## config.mk

```make
export PLATFORM = sky130hd
export DESIGN_NAME = cpu_multicycle
export DESIGN_NICKNAME = d
export VERILOG_FILES = /design/src/rtl/cpu_multicycle_pkg.sv /design/src/rtl/cpu_multicycle_alu.sv /design/src/rtl/cpu_multicycle.sv
export SDC_FILE = /design/constraint.sdc
export NUM_CORES = 1
export LEC_CHECK = 0
export CORE_UTILIZATION = 44
export CTS_BUF_LIST = sky130_fd_sc_hd__clkbuf_2
export CTS_CLUSTER_SIZE = 25
export DETAILED_ROUTE_END_ITERATION = 8
export PLACE_DENSITY_LB_ADDON = 0.3
export SKIP_CTS_REPAIR_TIMING = 1
export SYNTH_ARGS = -nofsm -noshare
export SYNTH_HDL_FRONTEND = slang
export SYNTH_SLANG_ARGS = --single-unit
```

## constraint.sdc

```tcl
create_clock -name CK -period 4.55 [get_ports CK]
set_input_delay 0.6825 -clock CK [delete_from_list [all_inputs] [get_ports CK]]
set_output_delay 0.6825 -clock CK [all_outputs]
set_load 0.02 [all_outputs]
```

## src/rtl/cpu_multicycle_pkg.sv

```systemverilog
// cpu_multicycle_pkg: shared opcode/funct constants, FSM state type and
// decode helpers for the multi-cycle core.
// Optional feature: define CPU_MULTICYCLE_SHIFT_EN to enable SHL/SHR.
package cpu_multicycle_pkg;

    localparam logic [3:0] OP_ALU  = 4'b0000;
    localparam logic [3:0] OP_ADDI = 4'b0100;
    localparam logic [3:0] OP_HALT = 4'b1111;

    localparam logic [3:0] FN_ADD = 4'b1010;
    localparam logic [3:0] FN_SUB = 4'b0010;
    localparam logic [3:0] FN_AND = 4'b1100;
    localparam logic [3:0] FN_OR  = 4'b1110;
    localparam logic [3:0] FN_XOR = 4'b1101;
    localparam logic [3:0] FN_NOT = 4'b1011;
    localparam logic [3:0] FN_SHL = 4'b0100;
    localparam logic [3:0] FN_SHR = 4'b0101;

`ifdef CPU_MULTICYCLE_SHIFT_EN
    localparam bit SHIFT_EN = 1'b1;
`else
    localparam bit SHIFT_EN = 1'b0;
`endif

    typedef enum logic [1:0] {
        FETCH = 2'd0,
        EXEC  = 2'd1,
        WB    = 2'd2,
        HALT  = 2'd3
    } state_t;

    // True when an ALU-opcode funct produces a register write.
    function automatic logic funct_writes(input logic [3:0] funct);
        logic w;
        case (funct)
            FN_ADD, FN_SUB, FN_AND, FN_OR, FN_XOR, FN_NOT: w = 1'b1;
            FN_SHL, FN_SHR:                                w = SHIFT_EN;
            default:                                       w = 1'b0;
        endcase
        return w;
    endfunction

    // True when an ALU-opcode funct updates the carry flag.
    function automatic logic funct_sets_carry(input logic [3:0] funct);
        logic c;
        case (funct)
            FN_ADD, FN_SUB: c = 1'b1;
            FN_SHL, FN_SHR: c = SHIFT_EN;
            default:        c = 1'b0;
        endcase
        return c;
    endfunction

endpackage

```

## src/rtl/cpu_multicycle_alu.sv

```systemverilog
// cpu_multicycle_alu: purely combinational W-bit ALU selected by funct.
// SHL/SHR are only decoded when CPU_MULTICYCLE_SHIFT_EN is defined.
module cpu_multicycle_alu #(
    parameter int W = 16
) (
    input  logic [W-1:0] a,
    input  logic [W-1:0] b,
    input  logic [3:0]   funct,
    output logic [W-1:0] result,
    output logic         carry_out
);
    import cpu_multicycle_pkg::*;

    logic [W:0] sum;

    // Result and carry-out for the selected operation; unknown functs give 0.
    always_comb begin
        sum       = '0;
        result    = '0;
        carry_out = 1'b0;
        case (funct)
            FN_ADD: begin
                sum       = {1'b0, a} + {1'b0, b};
                result    = sum[W-1:0];
                carry_out = sum[W];
            end
            FN_SUB: begin
                sum       = {1'b0, a} + {1'b0, ~b} + {{W{1'b0}}, 1'b1};
                result    = sum[W-1:0];
                carry_out = sum[W];
            end
            FN_AND: result = a & b;
            FN_OR:  result = a | b;
            FN_XOR: result = a ^ b;
            FN_NOT: result = ~a;
            FN_SHL: begin
                if (SHIFT_EN) begin
                    result    = {a[W-2:0], 1'b0};
                    carry_out = a[W-1];
                end
            end
            FN_SHR: begin
                if (SHIFT_EN) begin
                    result    = {1'b0, a[W-1:1]};
                    carry_out = a[0];
                end
            end
            default: ;
        endcase
    end

endmodule

```

## src/rtl/cpu_multicycle.sv

```systemverilog
// cpu_multicycle: top-level multi-cycle core with handshaked instruction
// fetch, FETCH/EXEC/WB/HALT state machine, 16 x W register file and PC.
// Optional feature: CPU_MULTICYCLE_SHIFT_EN enables SHL/SHR functs.
module cpu_multicycle #(
    parameter int W = 16
) (
    input  logic         CK,
    input  logic         RST,
    output logic         imem_req,
    output logic [W-1:0] imem_addr,
    input  logic [15:0]  imem_rdata,
    input  logic         imem_ack,
    output logic [W-1:0] R,
    output logic [W-1:0] pc,
    output logic         carry,
    output logic         halted
);
    import cpu_multicycle_pkg::*;

    state_t       state_q, state_d;
    logic [W-1:0] pc_q, pc_d;
    logic [15:0]  ir_q, ir_d;
    logic [W-1:0] res_q, res_d;
    logic         res_c_q, res_c_d;
    logic         res_we_q, res_we_d;
    logic         res_cu_q, res_cu_d;
    logic [W-1:0] r_q, r_d;
    logic         carry_q, carry_d;
    logic [W-1:0] regs_q [16];
    logic [W-1:0] regs_d [16];

    logic [3:0]   opcode, rd, rs, funct;
    logic [W-1:0] imm_sext;
    logic [W-1:0] alu_a, alu_b, alu_result;
    logic [3:0]   alu_funct;
    logic         alu_carry;

    assign opcode   = ir_q[15:12];
    assign rd       = ir_q[11:8];
    assign funct    = ir_q[7:4];
    assign rs       = ir_q[3:0];
    assign imm_sext = {{(W-8){ir_q[7]}}, ir_q[7:0]};

    // ADDI reuses the ALU adder with the sign-extended immediate as operand B.
    assign alu_a     = regs_q[rd];
    assign alu_b     = (opcode == OP_ADDI) ? imm_sext : regs_q[rs];
    assign alu_funct = (opcode == OP_ADDI) ? FN_ADD : funct;

    cpu_multicycle_alu #(
        .W(W)
    ) u_alu (
        .a        (alu_a),
        .b        (alu_b),
        .funct    (alu_funct),
        .result   (alu_result),
        .carry_out(alu_carry)
    );

    // State register; reset returns to FETCH.
    always_ff @(posedge CK) begin
        if (RST) begin
            state_q <= FETCH;
        end else begin
            state_q <= state_d;
        end
    end

    // Datapath registers; reset restores PC, flags and the register file.
    always_ff @(posedge CK) begin
        if (RST) begin
            pc_q     <= '0;
            ir_q     <= '0;
            res_q    <= '0;
            res_c_q  <= 1'b0;
            res_we_q <= 1'b0;
            res_cu_q <= 1'b0;
            r_q      <= '0;
            carry_q  <= 1'b0;
            for (int unsigned i = 0; i < 16; i++) begin
                regs_q[i] <= W'(i);
            end
        end else begin
            pc_q     <= pc_d;
            ir_q     <= ir_d;
            res_q    <= res_d;
            res_c_q  <= res_c_d;
            res_we_q <= res_we_d;
            res_cu_q <= res_cu_d;
            r_q      <= r_d;
            carry_q  <= carry_d;
            regs_q   <= regs_d;
        end
    end

    // Next-state and datapath updates for fetch, execute and write-back.
    always_comb begin
        state_d  = state_q;
        pc_d     = pc_q;
        ir_d     = ir_q;
        res_d    = res_q;
        res_c_d  = res_c_q;
        res_we_d = res_we_q;
        res_cu_d = res_cu_q;
        r_d      = r_q;
        carry_d  = carry_q;
        regs_d   = regs_q;
        case (state_q)
            FETCH: begin
                if (imem_ack) begin
                    ir_d    = imem_rdata;
                    pc_d    = pc_q + W'(2);
                    state_d = EXEC;
                end
            end
            EXEC: begin
                if (opcode == OP_HALT) begin
                    state_d = HALT;
                end else begin
                    res_d    = alu_result;
                    res_c_d  = alu_carry;
                    res_we_d = (opcode == OP_ADDI) ||
                               ((opcode == OP_ALU) && funct_writes(funct));
                    res_cu_d = (opcode == OP_ADDI) ||
                               ((opcode == OP_ALU) && funct_sets_carry(funct));
                    state_d  = WB;
                end
            end
            WB: begin
                if (res_we_q) begin
                    regs_d[rd] = res_q;
                    r_d        = res_q;
                    if (res_cu_q) begin
                        carry_d = res_c_q;
                    end
                end
                state_d = FETCH;
            end
            HALT: state_d = HALT;
            default: state_d = FETCH;
        endcase
    end

    assign imem_req  = (state_q == FETCH);
    assign imem_addr = pc_q;
    assign R         = r_q;
    assign pc        = pc_q;
    assign carry     = carry_q;
    assign halted    = (state_q == HALT);

endmodule

```

# --- Word level (Yosys, flattened, before mapping) ---
# Memory sizes are Yosys's and may differ from the RTL's. A register that Yosys moved wholly into a read port is not among the register bits.
# Cells that the tools add are included.
op_classes:
  add_sub_neg: 4
  n_lt_le_gt_ge: 3
  n_eq_ne: 14
  muxes: 23
  bitwise_logic: 8
  n_reduce_logical: 12
op_table:
  columns: ["operator", "n"]
  rows:
  - ["$bwmux W256", 1]
  - ["$bmux W16 S4", 2]
  - ["$mux W16", 6]
  - ["$pmux W16 S6", 1]
  - ["$demux W16 S4", 1]
  - ["$add A16 B16 Y17", 2]
  - ["$not A16 Y16", 2]
  - ["$eq A4 B4 Y1 const B", 7]
  - ["$add A17 B1 Y17 const B", 1]
  - ["$add A16 B2 Y16 const B", 1]
  - ["$and A16 B16 Y16", 1]
  - ["$or A16 B16 Y16", 1]
  - ["$xor A16 B16 Y16", 1]
  - ["$mux W4", 3]
  - ["$ge A5 B5 Y1 const B", 2]
  - ["$not A4 Y5", 2]
  - ["$eq A4 B2 Y1 const B", 2]
  - ["$pmux W2 S4", 1]
  - ["$mux W1", 6]
  - ["$reduce_and A2 Y1", 3]
  - ["$lt A5 B1 Y1 const B", 1]
  - ["$eq A2 B2 Y1 const B", 2]
  - ["$eq A4 B3 Y1 const B", 1]
  - ["$logic_not A4 Y1", 1]
  - ["other kinds (10)", 13]
totals:
  regBits: 326
  romBits: 16
  inputBits: 19
  output_inout_bits: 51
  elab_cells: 90
  mem_count: 1
mem_list:
  columns: ["name", "words", "word_bits", "rd", "rd_clocked_by_memory_dff", "wr", "line_no", "rtl"]
  rows:
  - ["(no name shown)", 16, 1, 1, 1, 0, "cpu_multicycle_pkg.sv:35", "case (funct)"]

# --- Depth between registers and ports, before layout ---
# Gate-level depths: netlist of run 1.
logic_depth:
  word_depth: 9
  ltp_mapped: 21
  depth_no_buf: 17

# --- By module ---
# A second synthesis of run 1 with hierarchy kept.
hier_totals:
  hier_cells: 1981
  hier_area_um2: 18358.9
by_module_without_submodules:
  columns: ["module", "n_inst", "cells_per_inst", "area_each_um2", "seq_area_each_um2"]
  rows:
  - ["cpu_multicycle", 1, 1625, 15956.6, 6526.3]
  - ["cpu_multicycle_alu", 1, 356, 2402.3, 0.0]

# --- Worst setup path before layout of run 1 ---
# Ideal clock, no wire load.
synth_timing:
  kind: "reg-to-reg"
  from: "reg ir_q[0]"
  to: "reg res_c_q"
  setup_time_ns: 0.128
  t_arrival_ns: 4.861
  required_ns: 4.422
  path_slack_ns: -0.438
  path_stages_with_launch: 20
  path_buffers: 4
  synth_period_minus_slack_ns: 4.988
  path_cell_list: "dfxtp_1 -> buf_2 -> buf_1 -> buf_1 -> mux4_2 -> mux2_2 -> o22ai_1 -> inv_1 -> ha_1 -> clkbuf_1 -> and3b_1 -> o21bai_1 -> a21oi_1 -> o21ai_0 -> a21oi_1 -> a2111oi_4 -> o41ai_2 -> a2111o_1 -> a211oi_2 -> nor3_1"
synth_via:
  elab_chain_len: 9
  elab_cells_between_ends: 10
  classes_between: "add/sub: 3; mux: 5; bitwise: 2"
synth_rtl:
  columns: ["item", "line_no", "rtl"]
  rows:
  - ["start: declaration", "cpu_multicycle.sv:22", "logic [15:0] ir_q, ir_d;"]
  - ["start signal: assignment", "cpu_multicycle.sv:84", "ir_q <= ir_d;"]
  - ["$not A4 Y5 (not written as such)", "cpu_multicycle.sv:46", "assign alu_b = (opcode == OP_ADDI) ? imm_sext : regs_q[rs];"]
  - ["$bmux W16 S4", "cpu_multicycle.sv:46", null]
  - ["$mux W16 (not written as such) (2 in a row)", "cpu_multicycle.sv:46", null]
  - ["$mux W16 (*)", "cpu_multicycle.sv:46", null]
  - ["$not A16 Y16", "cpu_multicycle_alu.sv:28", "sum = {1'b0, a} + {1'b0, ~b} + {{W{1'b0}}, 1'b1};"]
  - ["$add A16 B16 Y17", "cpu_multicycle_alu.sv:28", null]
  - ["$add A17 B1 Y17", "cpu_multicycle_alu.sv:28", null]
  - ["$pmux W1 S2 (*)", "cpu_multicycle_alu.sv:21", "case (funct)"]
  - ["end signal: assignment", "cpu_multicycle.sv:86", "res_c_q <= res_c_d;"]
  - ["end: declaration", "cpu_multicycle.sv:24", "logic res_c_q, res_c_d;"]
# Mark *: on every way between the ends. The rest lies on a longest branch, timed or not. The select of a mux whose other input is x is not followed.
# A chain may end at the register's enable or synchronous reset.

# --- Final worst setup path of run 1 ---
# Ends and elaborated chain as after synthesis.

==> results of run 1 <==
-- state kept, by name, summed over array words and instances, names as in the netlist, named ones only --
| name | count |
|---|---|
| state_q | 2 |
| carry | 1 |
| regs_q | 256 |
| ir_q | 16 |
| imem_addr | 15 |
| res_q | 16 |
| res_we_q | 1 |
| R | 16 |
| res_c_q | 1 |
| res_cu_q | 1 |
-- cells in the final DEF, fill, tap and decap left out, types with 28 or more instances in the layout --
cell type / netlist / layout
sky130_fd_sc_hd__a21oi_1: 309 / 307
sky130_fd_sc_hd__buf_4: 18 / 68
sky130_fd_sc_hd__mux2i_1: 31 / 31
sky130_fd_sc_hd__dfxtp_1: 326 / 320
sky130_fd_sc_hd__mux4_2: 148 / 148
sky130_fd_sc_hd__nor2_1: 99 / 91
sky130_fd_sc_hd__clkbuf_2: 0 / 121
sky130_fd_sc_hd__inv_1: 52 / 51
sky130_fd_sc_hd__nor3_1: 32 / 28
sky130_fd_sc_hd__nand2_1: 647 / 647
sky130_fd_sc_hd__o21ai_0: 29 / 28
sky130_fd_sc_hd__clkdlybuf4s50_1: 0 / 66
sky130_fd_sc_hd__ha_1: 47 / 46
sky130_fd_sc_hd__nand3b_1: 34 / 34
-- path summary, 6_finish.rpt --
check / end / slack (ns) / from
setup / recovery: res_c_q / 0.17 / ir_q[0]
hold / removal: ir_q[9] / 0.30 / imem_rdata[9]
setup reg to reg: res_c_q / 0.17 / ir_q[0]
hold reg to reg: R[1] / 0.46 / R[1]
-- worst reg2reg max path, stage by stage (launching register included) --
cell	delay [ns]
sky130_fd_sc_hd__dfxtp_4	0.45
sky130_fd_sc_hd__mux4_2	0.52
sky130_fd_sc_hd__mux4_2	0.51
sky130_fd_sc_hd__nand2_1	0.10
sky130_fd_sc_hd__and2_4	0.16
sky130_fd_sc_hd__inv_2	0.05
sky130_fd_sc_hd__ha_4	0.17
sky130_fd_sc_hd__fa_2	0.39
sky130_fd_sc_hd__and3b_2	0.24
sky130_fd_sc_hd__o21bai_1	0.17
sky130_fd_sc_hd__a21oi_2	0.08
sky130_fd_sc_hd__o21ai_1	0.18
sky130_fd_sc_hd__a21oi_2	0.10
sky130_fd_sc_hd__a2111oi_4	0.44
sky130_fd_sc_hd__o41ai_2	0.13
sky130_fd_sc_hd__a2111o_1	0.31
sky130_fd_sc_hd__a211oi_2	0.18
sky130_fd_sc_hd__nor3_1	0.07
-- area by class of cell --
| type | count | area [sq um] |
|---|---|---|
| sequential | 326 | 6540 |
| fill | 3890 | 20500 |
| antenna | 2 | 5.00 |
| inverter | 52 | 195 |
| clock inverter | 27 | 183 |
| multi-input combinational | 1585 | 10900 |
| timing repair buffer | 143 | 1340 |
| tap | 532 | 666 |
| clock buffer | 121 | 606 |
-- synthesized netlist by cell type, types with 4 or more instances --
library cell                 n
sky130_fd_sc_hd__o221ai_1   14
sky130_fd_sc_hd__mux2i_1    31
sky130_fd_sc_hd__inv_1      52
sky130_fd_sc_hd__xnor2_1     6
sky130_fd_sc_hd__o211ai_1   10
sky130_fd_sc_hd__clkbuf_1  145
sky130_fd_sc_hd__a221oi_1    9
sky130_fd_sc_hd__xor2_1     12
sky130_fd_sc_hd__buf_4      18
sky130_fd_sc_hd__o21ai_0    29
sky130_fd_sc_hd__a21o_1      5
sky130_fd_sc_hd__nand3b_1   34
sky130_fd_sc_hd__nand3_1    24
sky130_fd_sc_hd__ha_1       47
sky130_fd_sc_hd__a22oi_1     6
sky130_fd_sc_hd__nand2_1   647
sky130_fd_sc_hd__a21oi_1   309
sky130_fd_sc_hd__buf_2      16
sky130_fd_sc_hd__o22ai_1     4
sky130_fd_sc_hd__o41ai_1     4
sky130_fd_sc_hd__nor2b_1     6
sky130_fd_sc_hd__nand2b_1    9
sky130_fd_sc_hd__nor2_1     99
sky130_fd_sc_hd__mux2_2      6
sky130_fd_sc_hd__nor4_1      4
sky130_fd_sc_hd__dfxtp_1   326
sky130_fd_sc_hd__nor3_1     32
sky130_fd_sc_hd__nand4_1     7
sky130_fd_sc_hd__buf_1      12
sky130_fd_sc_hd__and3_1     11
sky130_fd_sc_hd__and2_1      6
sky130_fd_sc_hd__mux4_2    148
sky130_fd_sc_hd__a211oi_1    9
sky130_fd_sc_hd__or3_1       5
-- per-layer routing --
layer | vias to the layer above | routed length, um
met1 | 8169 | 23900
met2 | 836 | 28800
met4 | 0 | 2090
li1 | 7620 | -
met5 | - | 0
met3 | 154 | 5650
-- stage by stage --
step | setup TNS [ns] | hold slack, ns | util, %
4_1_cts | -0.0298 | 0.216 | 49.6
3_5_place_dp | -0.0162 | 0.447 | 47.7
5_1_grt | -0.0546 | 0.261 | 49.8
2_1_floorplan | 0 | 0.443 | -
3_3_place_gp | -0.00651 | 0.440 | 47.7
6_report | 0 | 0.296 | 49.8
-- cell families (layout without fill, tap and decap cells) --
kind of cell / Yosys count / in the layout
AOI/OAI and AO/OA: 435 / 435
xor gates and xnor gates: 18 / 18
adders and majority gates: 49 / 49
buffers and inverters: 244 / 343
DFF: 326 / 326
muxes: 185 / 185
other: 1 / 4
and+or+nand+nor: 896 / 896
-- where the power goes --
group          switching, mW  internal (mW)
sequential            0.0330           2.87
clock                   1.26          0.880
combinational          0.368          0.250
total                   1.67           4.00
==> flow_results.org, run 1 <==
** Job
- Max-cap violations in this run came to 0.

** Cells and area
- Final net count :: 2,261
- Once layout is complete, the cells apart from fillers number 2,788.
- After routing the design area is a little over 20,000 sq um.
- Synthesis-to-finish area growth :: 11.4%
- Share of post-route cells with drive strength above 1 :: 17.7%

** Clock tree
- The clock passes through at most 3 buffers.
- Clock tree synthesis selected as its root buffer the cell sky130_fd_sc_hd__clkbuf_2.
- The clock net in this run drives a total of 326 sinks.
- The clock tree synthesis step divided the H-tree into 3 levels.
- Clock latency at the later pin of the worst-skew pair :: 0.97 ns
- TritonCTS built the clock tree.
- Cts bufs inserted :: 85
- Clock-pin slew was measured on the worst setup and hold paths at 0.13 ns.

** Yosys
- Among all flip-flop cells after synthesis, the most frequent one is sky130_fd_sc_hd__dfxtp_1.
- Leading cell types by total area after synthesis :: sky130_fd_sc_hd__dfxtp_1 36%, sky130_fd_sc_hd__mux4_2 18%, sky130_fd_sc_hd__nand2_1 13%
- Complex-gate fraction of the synthesized area :: 13.8%
- Of all cell types, the one taking the most synthesized area is sky130_fd_sc_hd__dfxtp_1.
- The cell count after synthesis came out at 2,154.
- Synth Register Bits :: ~330
- Number of enable-type register cells in the synthesized netlist :: 0
- Cell area after synthesis :: between 15,000 and 20,000 sq um
- Summing the areas of all xor and xnor instances in the mapped netlist gives less than 1% of the synthesized area.
- Post-synth ARST share :: 0%
- Of the synthesized area, sequential elements account for 35.7%.
- Proportion of netlist area held by the largest area contributor :: 35.7%
- Summing the areas of all and, or, nand and nor instances in the mapped netlist gives 20.4% of the synthesized area.
- The netlist uses 71 different library cells.
- Synth warn :: 0
- Avg Cell Area, Syn :: 8.50 sq um
- Largest family of logic cells by synthesized area :: simple AND/OR/NAND/NOR gates
- The portion of synthesized area spent on multiplexers is between 20% and 30%.
- Of the total synthesized cell area, the portion taken by full adders, half adders and majority gates is 3.43%.

** Global route
- First-pass GRT wire length :: 92,600 um
- The initial antenna violation count is 1.
- Global Route met3 Usage :: 5.80%
- GRT Residual Overflow :: 0
- Gr busiest metal :: met2
- Vias in the first global route :: 16,159
- For met2 alone, demand over resource in global routing was a little under half.
- Pin count of the biggest net entering global routing :: 150
- Global routing usage on met1 :: 36.7%
- Across every metal layer, demand over resource in global routing totals 28.7%.

** Critical path
- The signal on the critical path passes through mux4_2, mux4_2, nand2_1, and2_4, inv_2, ha_4, fa_2, and3b_2, o21bai_1, a21oi_2, o21ai_1, a21oi_2, a2111oi_4, o41ai_2, a2111o_1, a211oi_2, nor3_1.
- Critical Path End Type :: flip-flop
- At the worst endpoint, the required time is 5.34 ns.
- For this run, the slowest stage of the critical path takes roughly 0.52 ns.
- Number of cells on the critical path :: 17
- In this run the worst path has a maximum fanout of 7.
- Measured in cells, the most critical reg-to-reg path has a length of 17.
- Cell with the largest stage delay on the worst path :: sky130_fd_sc_hd__mux4_2
- Critical Path Source Type :: flip-flop
- At the worst endpoint, the arrival time is ~5.2 ns.
- Critical setup path kind :: flip-flop to flip-flop
- Top cell family by delay on the critical path :: compound AO/OA/AOI/OAI gates
- Critical path buffer and inverter count :: 1

** Placed design
- The count of buffers added on input and output ports is 67.
- OpenSTA, run right after detailed placement, puts the worst setup slack at -0.0162 ns.
- The congestion estimate from routability-driven global placement came to slightly above 0.9.
- The placed instances occupy a cell area of 19,500 sq um.
- The number of placed instances, taps included, is 2,636.
- Summed over all nets, the half-perimeter wirelength after detailed placement is 39,500 um.

** Status
- Outcome :: completed

** Route
- Using the TritonRoute via totals, the vias-per-cell ratio works out to 6.02.
- The detail route stage leaves a number of antenna-violating nets equal to 0.
- Detailed-route wire length per cell :: 21.7 um
- DRC violation total after the first TritonRoute iteration :: 1,607
- Wires add up to 60,400 um.
- The first detailed-routing pass took 7 iterations.
- The routed layout has 16,779 vias.
- Residual DRC count :: 0

** Power
- Leak pwr :: approximately 7.0 nW
- Highest ir drop seen on vdd :: 141 uV
- Cell Pwr Density :: approximately 280 nW/um^2
- The design draws between 5 and 6 mW.

** Timing
- Dividing the final minimum period by the clock period gives a little over nine tenths.
- The hold violation total from the final report was 0.
- The number of max-slew violations in the final report is 0.
- Count of final setup violators :: 0
- Worst clock skew on the final layout :: 0.0772 ns
- Final worst path period need :: 4.38 ns
- Timing-limited maximum frequency :: 0.228 GHz
- Final worst slack :: 0.169 ns
- Headroom to the max-slew limit :: 25.3%
- Transition at the pin with the smallest max-transition slack :: between 1 and 1.5 ns

** Die
- Core region area :: just over 40,000 sq um
- Core Rows :: 74
- I/O pins :: 70
- DIE HEIGHT :: 206 um
- Initial cell density of the core :: around 45%
- Floorplan die width :: 206 um
- Die footprint :: roughly 42,000 sq um

** Worst hold path
- Hold Path Class :: primary input to flip-flop
- Counting instances, the worst hold path has a depth of 3.
Power figures use the tool's default switching activity.
==> inputs of run 2 (changes only) <==
CAP_MARGIN = 0   (was default)
CORE_UTILIZATION = 58   (was 44)
==> run 2 against run 1 <==
The flow now finishes with violations (design-rule violations). Combinational power down 1%. Register-to-register slack about the same. Sequential power about the same. Die area down 24%. Count of clock-buffer cells in the layout up 10. Maximum frequency about the same. Critical endpoint is now res_q[13].
==> flow_results.org, run 2 (synthesis results as in run 1) <==
** Die
- I/O pins :: 70 (unchanged)
- The number of rows created at floorplan came to 64 (-14%).
- The width of the chip came to 180 um (-13%).
- The total die area is 32,300 sq um (-24%).
- The initial core utilization came to 59.4% (+15 points).
- The vertical die dimension was 180 um (-13%).
- Core region area :: 30,800 sq um (-25%)

** Critical path
- STA classifies the critical path startpoint as a flip-flop.
- The data required time of the critical path is 5.46 ns (+0.12 ns).
- The maximum fanout encountered on the critical timing path was 9 (+2).
- The register-to-register setup slack was 0.17 ns (about the same).
- Critical setup path kind :: flip-flop to flip-flop
- The depth of the worst register-to-register path came to 16 (-1).
- The most numerous cell type found on the critical path is sky130_fd_sc_hd__a21oi_1.
- Arrival time worst endpoint :: 5.30 ns (+0.13 ns)
- Critical Path End Type :: flip-flop
- The maximum single-stage delay on the critical path was 0.55 ns (+0.03 ns).
- Cell with the largest stage delay on the worst path :: sky130_fd_sc_hd__mux4_2
- The signal on the critical path passes through buf_6, buf_4, mux4_2, mux2i_2, nor3_1, nor2_1, ha_4, o21ai_0, a21oi_1, o21ba_2, o2111a_1, and3b_1, or3_1, a31o_2, o32ai_1, a21oi_1.

** Global route
- Total GRT Usage :: 36.6% (+7.9 points)
- Pin count of the biggest net entering global routing :: 165 (+10%)
- GRT Residual Overflow :: 0 (unchanged)
- Vias in the first global route :: 16,400 (+1.5%)
- The initial antenna violation count was 2 (+1).
- First-pass GRT wire length :: 91,500 um (-1.2%)

** Route
- First-pass iteration count of the detailed router :: 9 (+2)
- DRC violation total after the first TritonRoute iteration :: 2,469 (+54%)
- The average detailed-routed wire length per instance was 22.4 um (+3.6%).
- The number of nets with antenna violations after routing was 0 (unchanged).
- The via density per instance is 6.46 (+7.3%).
- The total wire length came to 59,400 um (-1.7%).
- The number of DRC violations after detailed routing is 2 (+2).
- Routed via count :: 17,101 (+1.9%)

** Clock tree
- The deepest clock path buffer count is 3 (unchanged).
- Sink count of the clock tree :: 326 (unchanged)
- Clock tree from TritonCTS :: done
- The clock latency of the later-clocked register in the worst-skew pair came to 1.05 ns (+0.08 ns).
- The CTS clock-pin slew for the worst setup and hold paths is 0.13 ns (about the same).
- Clock root buffer master :: sky130_fd_sc_hd__clkbuf_2
- The CTS H-tree depth came to 3 (unchanged).
- Cts bufs inserted :: 89 (+4.7%)

** Cells and area
- Number of flip-flops under the largest register name :: 256 (unchanged)
- Leaving out fill and tap cells, the most frequent cell in the layout is sky130_fd_sc_hd__nand2_1.
- The count of nets after finishing is 2,249 (-0.53%).
- The layout cell share with drive strength beyond 1 was 17.7% (about the same).
- Area of all sequential standard cells :: 6540 sq um (about the same)
- Area taken by multi-input logic gates :: 10,900 sq um (about the same)
- Number of inserted filler cells in the final layout :: 2,566 (-34%)
- The top cell types in the final layout, fill and taps aside, are 647 x sky130_fd_sc_hd__nand2_1, 319 x sky130_fd_sc_hd__dfxtp_1, 307 x sky130_fd_sc_hd__a21oi_1, 148 x sky130_fd_sc_hd__mux4_2, 131 x sky130_fd_sc_hd__clkbuf_2.
- The register with the most flip-flops in the final layout is regs_q.
- Compared with the post-synthesis result, the final layout area differs by 9.91%.

** Placed design
- Hpwl dp :: 38,000 um (-3.8%)
- The number of buffers added on ports was 67 (unchanged).
- Pre-CTS worst setup slack :: 0.0567 ns (+0.0729 ns)
- Final RePlAce weighted congestion :: 0.955 (+3.1%)

** Timing
- Final setup TNS :: 0 ns (unchanged)
- Final worst path period need :: 4.38 ns (+0.00297 ns)
- Final slew viol count :: 0 (unchanged)
- Transition at the pin with the smallest max-transition slack :: 1.21 ns (+0.0872 ns)
- Crit share post-route :: 96.3% (about the same)
- Count of endpoints failing hold in the final timing report :: 0 (unchanged)
- Setup repair after global routing could not meet its margin everywhere.
- The worst-case clock skew came to 0.0805 ns (+0.00329 ns).
- The achievable frequency was 0.228 GHz (about the same).
- The least setup slack across all paths after layout came to 0.166 ns (-0.00297 ns).
- The setup-violating endpoint count in the final report is 0 (unchanged).
- Headroom to the max-slew limit :: 19.5% (-5.8 points)

** Status
- Outcome :: complete, but fails checks
- The checks that failed: design-rule violations.

** Worst hold path
- The worst hold path cell count is 3 (unchanged).
- The tightest min-delay check is of the primary input to flip-flop type.

** Power
- Leak pwr :: 6.97 nW (-0.85%)
- Cell Pwr Density :: 281 nW/um^2 (+1.3%)
- The worst voltage drop across the vdd grid was 223 uV (+58%).
- PnR Total Power :: 5.66 mW (about the same)

** Job
- The max-capacitance violation count is 0 (unchanged).
## run 2: cell types whose count changed in the layout (fill, tap and decap cells not counted), moves of 2 or more
cell and change:
sky130_fd_sc_hd__buf_4 -17, sky130_fd_sc_hd__clkbuf_2 +10, sky130_fd_sc_hd__buf_6 +2, sky130_fd_sc_hd__bufinv_16 -2, sky130_fd_sc_hd__nor2_1 -2, sky130_fd_sc_hd__nor2_2 +2
## run 2: critical path: cells and delay by family, from the launching register on
kind / cells / cell delay [ns]
compound gates: 7 / 1.43
fa+ha+maj: 1 / 0.22
flops: 1 / 0.40
simple gates: 4 / 0.97
buf+inv: 2 / 0.37
mux: 2 / 0.85
## run 2: final cells by class
type,instances,share of cell area [%]
antenna,2,0.0249
clock buffer,131,3.26
clock inverter,28,0.740
inverter,52,0.970
multi-input combinational,1585,54.0
sequential,326,32.5
tap,396,2.46
timing repair buffer,127,5.98
## run 2: metal layers
| layer | track usage (%) | part of all wire, % | up-vias |
|---|---|---|---|
| met5 | 0 | 0 | - |
| met4 | 20.3 | 4.9 | 0 |
| met2 | 57.0 | 46 | 1072 |
| li1 | - | - | 7609 |
| met1 | 47.0 | 38 | 8172 |
| met3 | 8.77 | 12 | 248 |
## run 2: per-stage QoR
stage	hold slack, ns	cells	util, %	area, sq um
floorplan	0.443	2155	-	18400
global placement	0.443	2486	62.4	19200
detailed placement	0.446	2486	62.4	19200
CTS	0.155	2645	65.0	20000
global route	0.182	2647	65.2	20100
finish	0.197	2647	65.2	20100
## run 2: report_power, final
part / switching, mW / total, mW / internal, mW / leakage [nW]
Sequential: 0.0325 / 2.90 / 2.87 / 2.63
Combinational: 0.367 / 0.612 / 0.246 / 3.72
Clock: 1.31 / 2.15 / 0.833 / 0.617
Total: 1.71 / 5.66 / 3.95 / 6.97
## run 2: final timing paths
path	startpoint	end
max reg2reg	ir_q[0]	res_q[13]
min reg2reg	R[7]	R[7]
min	imem_rdata[8]	ir_q[8]
max	ir_q[0]	res_q[13]
